### config.mk
export PLATFORM = sky130hd
export DESIGN_NAME = axi_master_compare
export DESIGN_NICKNAME = d
export VERILOG_FILES = /design/src/rtl/axi_master_compare.sv
export SDC_FILE = /design/constraint.sdc
export NUM_CORES = 1
export LEC_CHECK = 0
export ABC_AREA = 1
export CAP_MARGIN = 15
export CELL_PAD_IN_SITES_DETAIL_PLACEMENT = 1
export CELL_PAD_IN_SITES_GLOBAL_PLACEMENT = 1
export CORE_AREA = 2 2 281 283
export CTS_CLUSTER_DIAMETER = 200
export CTS_CLUSTER_SIZE = 30
export DETAILED_ROUTE_END_ITERATION = 10
export DIE_AREA = 0 0 283 285
export PLACE_DENSITY = 0.56
export SYNTH_ARGS = -nofsm -noshare
export SYNTH_HDL_FRONTEND = slang
export SYNTH_SLANG_ARGS = --single-unit
### constraint.sdc
create_clock -name clk_i -period 7.83 [get_ports clk_i]
set_clock_uncertainty 0.1 [all_clocks]
set_input_delay 1.9575 -clock clk_i [delete_from_list [all_inputs] [get_ports clk_i]]
set_output_delay 1.9575 -clock clk_i [all_outputs]
set_load 0.02 [all_outputs]
### src/rtl/axi_master_compare.sv
// Lock-step comparator for two AXI4+ATOP masters sharing one slave: joins the request
// channels, forks B/R back to both masters and records payload divergence.
package axi_master_compare_pkg;

    typedef struct packed {
        logic [3:0]  id;
        logic [31:0] addr;
        logic [7:0]  len;
        logic [2:0]  size;
        logic [1:0]  burst;
        logic        lock;
        logic [3:0]  cache;
        logic [2:0]  prot;
        logic [3:0]  qos;
        logic [3:0]  region;
        logic [5:0]  atop;
        logic        user;
    } aw_chan_t;

    typedef struct packed {
        logic [31:0] data;
        logic [3:0]  strb;
        logic        last;
        logic        user;
    } w_chan_t;

    typedef struct packed {
        logic [3:0] id;
        logic [1:0] resp;
        logic       user;
    } b_chan_t;

    typedef struct packed {
        logic [3:0]  id;
        logic [31:0] addr;
        logic [7:0]  len;
        logic [2:0]  size;
        logic [1:0]  burst;
        logic        lock;
        logic [3:0]  cache;
        logic [2:0]  prot;
        logic [3:0]  qos;
        logic [3:0]  region;
        logic        user;
    } ar_chan_t;

    typedef struct packed {
        logic [3:0]  id;
        logic [31:0] data;
        logic [1:0]  resp;
        logic        last;
        logic        user;
    } r_chan_t;

    typedef struct packed {
        aw_chan_t aw;
        logic     aw_valid;
        w_chan_t  w;
        logic     w_valid;
        logic     b_ready;
        ar_chan_t ar;
        logic     ar_valid;
        logic     r_ready;
    } req_t;

    typedef struct packed {
        logic     aw_ready;
        logic     ar_ready;
        logic     w_ready;
        logic     b_valid;
        b_chan_t  b;
        logic     r_valid;
        r_chan_t  r;
    } rsp_t;

endpackage

module axi_master_compare #(
    parameter int unsigned MaxTxns       = 32'd8,
    parameter type         axi_aw_chan_t = axi_master_compare_pkg::aw_chan_t,
    parameter type         axi_w_chan_t  = axi_master_compare_pkg::w_chan_t,
    parameter type         axi_ar_chan_t = axi_master_compare_pkg::ar_chan_t,
    parameter type         axi_req_t     = axi_master_compare_pkg::req_t,
    parameter type         axi_rsp_t     = axi_master_compare_pkg::rsp_t
) (
    input  logic        clk_i,
    input  logic        rst_i,
    input  axi_req_t    axi_ref_req_i,
    output axi_rsp_t    axi_ref_rsp_o,
    input  axi_req_t    axi_test_req_i,
    output axi_rsp_t    axi_test_rsp_o,
    output axi_req_t    axi_slv_req_o,
    input  axi_rsp_t    axi_slv_rsp_i,
    output logic        aw_mismatch_o,
    output logic        w_mismatch_o,
    output logic        ar_mismatch_o,
    output logic        mismatch_o,
    output logic [15:0] mismatch_cnt_o
    ,
    output logic        busy_o
);

    localparam int unsigned     CntW   = $clog2(MaxTxns + 32'd1);
    localparam logic [CntW-1:0] MaxCnt = CntW'(MaxTxns);
    localparam logic [CntW-1:0] CntOne = CntW'(1);
    localparam logic [CntW-1:0] CntZero = CntW'(0);

    axi_aw_chan_t aw_ref_s, aw_test_s;
    axi_w_chan_t  w_ref_s, w_test_s;
    axi_ar_chan_t ar_ref_s, ar_test_s;

    logic [CntW-1:0] aw_cnt_q, aw_cnt_d, ar_cnt_q, ar_cnt_d;
    logic b_done_ref_q, b_done_ref_d, b_done_test_q, b_done_test_d;
    logic r_done_ref_q, r_done_ref_d, r_done_test_q, r_done_test_d;
    logic aw_mis_q, aw_mis_d, w_mis_q, w_mis_d, ar_mis_q, ar_mis_d;
    logic [15:0] mis_cnt_q, mis_cnt_d;

    logic aw_join_s, w_join_s, ar_join_s;
    logic aw_hs_s, w_hs_s, ar_hs_s;
    logic aw_neq_s, w_neq_s, ar_neq_s;
    logic slv_b_ready_s, slv_r_ready_s, slv_b_hs_s, slv_r_hs_s, slv_r_last_hs_s;
    logic ref_b_hs_s, test_b_hs_s, ref_r_hs_s, test_r_hs_s;
    logic [1:0]  n_mis_s;
    logic [16:0] mis_sum_s;

    assign aw_ref_s  = axi_ref_req_i.aw;
    assign aw_test_s = axi_test_req_i.aw;
    assign w_ref_s   = axi_ref_req_i.w;
    assign w_test_s  = axi_test_req_i.w;
    assign ar_ref_s  = axi_ref_req_i.ar;
    assign ar_test_s = axi_test_req_i.ar;

    // Joins stall on the registered count, so a same-cycle retirement only frees a slot next cycle.
    assign aw_join_s = axi_ref_req_i.aw_valid & axi_test_req_i.aw_valid & (aw_cnt_q < MaxCnt);
    assign w_join_s  = axi_ref_req_i.w_valid & axi_test_req_i.w_valid;
    assign ar_join_s = axi_ref_req_i.ar_valid & axi_test_req_i.ar_valid & (ar_cnt_q < MaxCnt);

    assign aw_hs_s = aw_join_s & axi_slv_rsp_i.aw_ready;
    assign w_hs_s  = w_join_s & axi_slv_rsp_i.w_ready;
    assign ar_hs_s = ar_join_s & axi_slv_rsp_i.ar_ready;

    assign aw_neq_s = aw_hs_s & (aw_ref_s != aw_test_s);
    assign w_neq_s  = w_hs_s & (w_ref_s != w_test_s);
    assign ar_neq_s = ar_hs_s & (ar_ref_s != ar_test_s);

    assign slv_b_ready_s = (axi_ref_req_i.b_ready | b_done_ref_q) & (axi_test_req_i.b_ready | b_done_test_q);
    assign slv_r_ready_s = (axi_ref_req_i.r_ready | r_done_ref_q) & (axi_test_req_i.r_ready | r_done_test_q);
    assign slv_b_hs_s      = axi_slv_rsp_i.b_valid & slv_b_ready_s;
    assign slv_r_hs_s      = axi_slv_rsp_i.r_valid & slv_r_ready_s;
    assign slv_r_last_hs_s = slv_r_hs_s & axi_slv_rsp_i.r.last;

    assign ref_b_hs_s  = axi_slv_rsp_i.b_valid & ~b_done_ref_q & axi_ref_req_i.b_ready;
    assign test_b_hs_s = axi_slv_rsp_i.b_valid & ~b_done_test_q & axi_test_req_i.b_ready;
    assign ref_r_hs_s  = axi_slv_rsp_i.r_valid & ~r_done_ref_q & axi_ref_req_i.r_ready;
    assign test_r_hs_s = axi_slv_rsp_i.r_valid & ~r_done_test_q & axi_test_req_i.r_ready;

    // Channel routing toward the slave and both masters.
    always_comb begin
        axi_slv_req_o          = '0;
        axi_slv_req_o.aw       = axi_ref_req_i.aw;
        axi_slv_req_o.aw_valid = aw_join_s;
        axi_slv_req_o.w        = axi_ref_req_i.w;
        axi_slv_req_o.w_valid  = w_join_s;
        axi_slv_req_o.ar       = axi_ref_req_i.ar;
        axi_slv_req_o.ar_valid = ar_join_s;
        axi_slv_req_o.b_ready  = slv_b_ready_s;
        axi_slv_req_o.r_ready  = slv_r_ready_s;

        axi_ref_rsp_o          = '0;
        axi_ref_rsp_o.aw_ready = axi_slv_rsp_i.aw_ready & aw_join_s;
        axi_ref_rsp_o.w_ready  = axi_slv_rsp_i.w_ready & w_join_s;
        axi_ref_rsp_o.ar_ready = axi_slv_rsp_i.ar_ready & ar_join_s;
        axi_ref_rsp_o.b_valid  = axi_slv_rsp_i.b_valid & ~b_done_ref_q;
        axi_ref_rsp_o.b        = axi_slv_rsp_i.b;
        axi_ref_rsp_o.r_valid  = axi_slv_rsp_i.r_valid & ~r_done_ref_q;
        axi_ref_rsp_o.r        = axi_slv_rsp_i.r;

        axi_test_rsp_o          = '0;
        axi_test_rsp_o.aw_ready = axi_slv_rsp_i.aw_ready & aw_join_s;
        axi_test_rsp_o.w_ready  = axi_slv_rsp_i.w_ready & w_join_s;
        axi_test_rsp_o.ar_ready = axi_slv_rsp_i.ar_ready & ar_join_s;
        axi_test_rsp_o.b_valid  = axi_slv_rsp_i.b_valid & ~b_done_test_q;
        axi_test_rsp_o.b        = axi_slv_rsp_i.b;
        axi_test_rsp_o.r_valid  = axi_slv_rsp_i.r_valid & ~r_done_test_q;
        axi_test_rsp_o.r        = axi_slv_rsp_i.r;
    end

    // Next-state for counters, fork bookkeeping and mismatch tracking.
    always_comb begin
        aw_cnt_d = aw_cnt_q;
        ar_cnt_d = ar_cnt_q;
        case ({aw_hs_s, slv_b_hs_s && (aw_cnt_q != CntZero)})
            2'b10:   aw_cnt_d = aw_cnt_q + CntOne;
            2'b01:   aw_cnt_d = aw_cnt_q - CntOne;
            default: aw_cnt_d = aw_cnt_q;
        endcase
        case ({ar_hs_s, slv_r_last_hs_s && (ar_cnt_q != CntZero)})
            2'b10:   ar_cnt_d = ar_cnt_q + CntOne;
            2'b01:   ar_cnt_d = ar_cnt_q - CntOne;
            default: ar_cnt_d = ar_cnt_q;
        endcase

        b_done_ref_d  = slv_b_hs_s ? 1'b0 : (b_done_ref_q  | (ref_b_hs_s  & ~slv_b_ready_s));
        b_done_test_d = slv_b_hs_s ? 1'b0 : (b_done_test_q | (test_b_hs_s & ~slv_b_ready_s));
        r_done_ref_d  = slv_r_hs_s ? 1'b0 : (r_done_ref_q  | (ref_r_hs_s  & ~slv_r_ready_s));
        r_done_test_d = slv_r_hs_s ? 1'b0 : (r_done_test_q | (test_r_hs_s & ~slv_r_ready_s));

        aw_mis_d  = aw_mis_q | aw_neq_s;
        w_mis_d   = w_mis_q | w_neq_s;
        ar_mis_d  = ar_mis_q | ar_neq_s;
        n_mis_s   = {1'b0, aw_neq_s} + {1'b0, w_neq_s} + {1'b0, ar_neq_s};
        mis_sum_s = {1'b0, mis_cnt_q} + {15'd0, n_mis_s};
        mis_cnt_d = mis_sum_s[16] ? 16'hFFFF : mis_sum_s[15:0];
    end

    // State registers with synchronous reset that drops all in-flight bookkeeping.
    always_ff @(posedge clk_i) begin
        if (rst_i) begin
            aw_cnt_q      <= CntZero;
            ar_cnt_q      <= CntZero;
            b_done_ref_q  <= 1'b0;
            b_done_test_q <= 1'b0;
            r_done_ref_q  <= 1'b0;
            r_done_test_q <= 1'b0;
            aw_mis_q      <= 1'b0;
            w_mis_q       <= 1'b0;
            ar_mis_q      <= 1'b0;
            mis_cnt_q     <= 16'd0;
        end else begin
            aw_cnt_q      <= aw_cnt_d;
            ar_cnt_q      <= ar_cnt_d;
            b_done_ref_q  <= b_done_ref_d;
            b_done_test_q <= b_done_test_d;
            r_done_ref_q  <= r_done_ref_d;
            r_done_test_q <= r_done_test_d;
            aw_mis_q      <= aw_mis_d;
            w_mis_q       <= w_mis_d;
            ar_mis_q      <= ar_mis_d;
            mis_cnt_q     <= mis_cnt_d;
        end
    end

    assign aw_mismatch_o  = aw_mis_q;
    assign w_mismatch_o   = w_mis_q;
    assign ar_mismatch_o  = ar_mis_q;
    assign mismatch_o     = aw_mis_q | w_mis_q | ar_mis_q;
    assign mismatch_cnt_o = mis_cnt_q;
    assign busy_o = (aw_cnt_q != CntZero) | (ar_cnt_q != CntZero) |
                    b_done_ref_q | b_done_test_q | r_done_ref_q | r_done_test_q;

endmodule

==> run summary <==
Syn_nets - 1477
Worst-path cell chain - clkdlybuf4s50_1 > xor2_1 > nor2_1 > nand2_1 > nor2_1 > nand2_1 > nor2_1 > nand2_1 > nand2_1 > fa_1 > inv_1 > ha_1 > fa_1 > nand3_2 > nor3b_4 > nand2_4 > nor2_4 > nand2_2 > clkinv_2 > a21oi_2 > o21ai_1 > nand2_1 > inv_1
Largest cells by area after synthesis - buf_4 (33%), xor2_1 (13%), nand2_1 (12%), dfxtp_1 (9.6%), nor2_1 (9.4%)
Hpwl dp - 33500 um
Final routed DRC violation total - 0
Main synth FF type - dfxtp_1
Number of buffers created by CTS - 5
Worst reg2reg setup slack - 4.67 ns
Max_cap viols - 0
Synth Instances - 1049
Slowest cell delay on critical path - 0.67 ns
Worst-path clk slew - 0.05 ns
R2r worst-path depth - 18
Starting Density - 8.27%
Critical Path End Type - register
1st-iter DRT viols - 93
Drt wl/cell - 15.0 um
Worst slew pin tran - 0.829 ns
Largest net degree at the start of global routing - 16
Syn Area/Cell - 6.15 um2
Power Density - 82.3 nW/um2
Die ar. - 80700 um2
Startpoint types - primary input
Core Area - 78000 um2
CTS tree - yes
Peak supply drop - 0.0802 mV
Overflow after GRT - 0
Final TNS setup - 0 ns
Sink Count - 31
Worst Path Required - 7.90 ns
Setup repair bufs after CTS - 0
Worst path top cell family by delay - simple AND/OR/NAND/NOR gates
Synth Area in XOR/XNOR - 16.7%
Mux contribution to synthesized area - 0%
First-pass DRT Iterations - 4
Post-synth ARST share - 0%
CP Capture Point - mismatch_cnt_o[11]$_SDFF_PP0_
Worst Setup SP - axi_ref_req_i[127]
Cell mode on critical path - nand2_1
CP Class - in2reg
Capture point of the worst reg-to-reg path - mismatch_cnt_o[11]$_SDFF_PP0_
P&R area growth vs syn - 80.5%
CP max-delay cell - xor2_1
Clock H-tree levels - 2
Clk Tree Root Cell - clkbuf_16
N_diodes - 0
Resized Gates After CTS - 0
Compound-Gate Fraction of Synth Area - 4.87%
Post-synth EDFFs - 0
Post-layout net count - 1784
Endpoints failing setup - 0
Total power - 0.000958 W
Seq/Total Area, Yosys - 9.63%
ANT nets after route - 0
Outcome - completed
Vias in the first global route - 7637
Post-synth top cells - buf_4 (281), nand2_1 (200), nor2_1 (161)
Yosys warnings - 0
GRT Total Usage - 8.45%
Leakage power - 4.80 nW
Clock Latency Late Sink - 0.28 ns
CP max FO - 6
Synth unique cells - 31
Synth Register Bits - 31
Via count - 7049
Tmin final - 5.82 ns
F_max - 0.172 GHz
# port buffers - 583
Slew Limit Fails - 0
RSZ-0062 raised after global routing - false
Post-synth top area share - 32.7%
Row count - 103
Initial antenna violation count - 4
Die Wd - 283 um
Tcrit/Tclk final - 74.4%
Final Hold Fails - 0
Simple-gate share of the synthesized area - 25.2%
CP arrival - 5.90 ns
Critical Path Stages - 23
CTS Hold Bufs - 0
Ports - 722
Hold Path Class - reg2reg
Yosys top cell by area - buf_4
Mapped Area - 6450 um2
Worst hold slack - 0.398 ns
Critical path buffers and inverters - 4
Worst R2R Start - aw_cnt_q[3]$_SDFFE_PP0P_
Worst Hold Launch - ar_cnt_q[3]$_SDFFE_PP0P_
Slew HR - 44.5%
Fillers - 9460
Layout cells sized above 1 - 1.40%
Total routed wirelength - 36000 um
Adder-Cell Fraction of Synth Area - 2.79%
Clock buffer depth - 2
Vias/cell - 2.93
Gp weighted congestion - 0.915
First-pass GRT wire length - 51000 um
Largest family of logic cells by synthesized area - buffers and inverters
Die H - 285 um
Most frequent cell after synthesis - buf_4
## final cells by class
type / instances / area (um2) / area share, %
Clock buffer: 7 / 153 / 1.31
Clock inverter: 1 / 7.51 / 0.0645
Inverter: 136 / 512 / 4.40
Multi-Input combinational cell: 599 / 3200 / 27.5
Sequential cell: 31 / 621 / 5.33
Tap cell: 1050 / 1310 / 11.3
Timing Repair Buffer: 583 / 5840 / 50.1
## stage by stage
step / cell area (um2) / utilization (%) / worst slack (ns) / cells
3_3_place_gp: 11500 / 14.7 / 1.36 / 2399
3_5_place_dp: 11500 / 14.7 / 1.30 / 2399
5_1_grt: 11600 / 14.9 / 1.40 / 2407
6_report: 11600 / 14.9 / 2.01 / 2407
2_1_floorplan: 6450 / - / 3.23 / 1049
4_1_cts: 11600 / 14.9 / 1.57 / 2407
## state kept, by name, summed over array words and instances, names as in the netlist
| signal | cells |
|---|---|
| ar_cnt_q | 4 |
| ar_mismatch_o | 1 |
| aw_cnt_q | 4 |
| aw_mismatch_o | 1 |
| b_done_ref_q | 1 |
| b_done_test_q | 1 |
| mismatch_cnt_o | 16 |
| r_done_ref_q | 1 |
| r_done_test_q | 1 |
| w_mismatch_o | 1 |
## where the power goes
part           leakage, nW  internal [W]  switching (W)
combinational         4.47      0.000318       0.000264
clock               0.0761      0.000135      0.0000713
sequential           0.252      0.000164     0.00000597
## per-layer routing
layer | GRT usage, % | wire length, um | vias up
met3 | 3.65 | 3770 | 46
met1 | 9.78 | 14700 | 3105
li1 | - | - | 3496
met5 | 0 | 11 | -
met2 | 14.3 | 16700 | 400
met4 | 2.05 | 872 | 2
## worst min path at each step
stage	cells after the start	slack (ns)	to
floorplan	2	0.35	ar_cnt_q[3]$_SDFFE_PP0P_
global placement	2	0.38	ar_cnt_q[3]$_SDFFE_PP0P_
detailed placement	2	0.39	aw_mismatch_o$_SDFF_PP0_
CTS	2	0.41	aw_cnt_q[3]$_SDFFE_PP0P_
global route	2	0.43	aw_mismatch_o$_SDFF_PP0_
finish	2	0.40	ar_cnt_q[3]$_SDFFE_PP0P_
## cells by family after synthesis
logic type,after synthesis
simple gates,403
compound gates,61
fa+ha+maj,12
buf+inv,419
xor+xnor,123
flops,31
## cell usage in the layout, fill, tap and decap left out, types with 5 or more instances in the layout
| master | instances |
|---|---|
| nor3_1 | 7 |
| nor2_1 | 161 |
| o21ai_0 | 31 |
| nand4_1 | 5 |
| clkdlybuf4s50_1 | 583 |
| clkbuf_16 | 5 |
| xor2_1 | 94 |
| a21oi_1 | 22 |
| nand2_1 | 200 |
| xnor2_1 | 29 |
| inv_1 | 135 |
| dfxtp_1 | 31 |
| nand3_1 | 16 |
| ha_1 | 8 |
## worst register-to-register path, delay by kind of cell, from the launching register on
| kind | cells | cell delay, ns |
|---|---|---|
| AO/OA/AOI/OAI | 2 | 0.17 |
| adder cells (fa/ha/maj) | 3 | 1.16 |
| buffers and inverters | 4 | 0.37 |
| flip-flops | 1 | 0.33 |
| AND/OR/NAND/NOR | 9 | 0.92 |
Note: power is estimated with default switching activity, not from simulation.
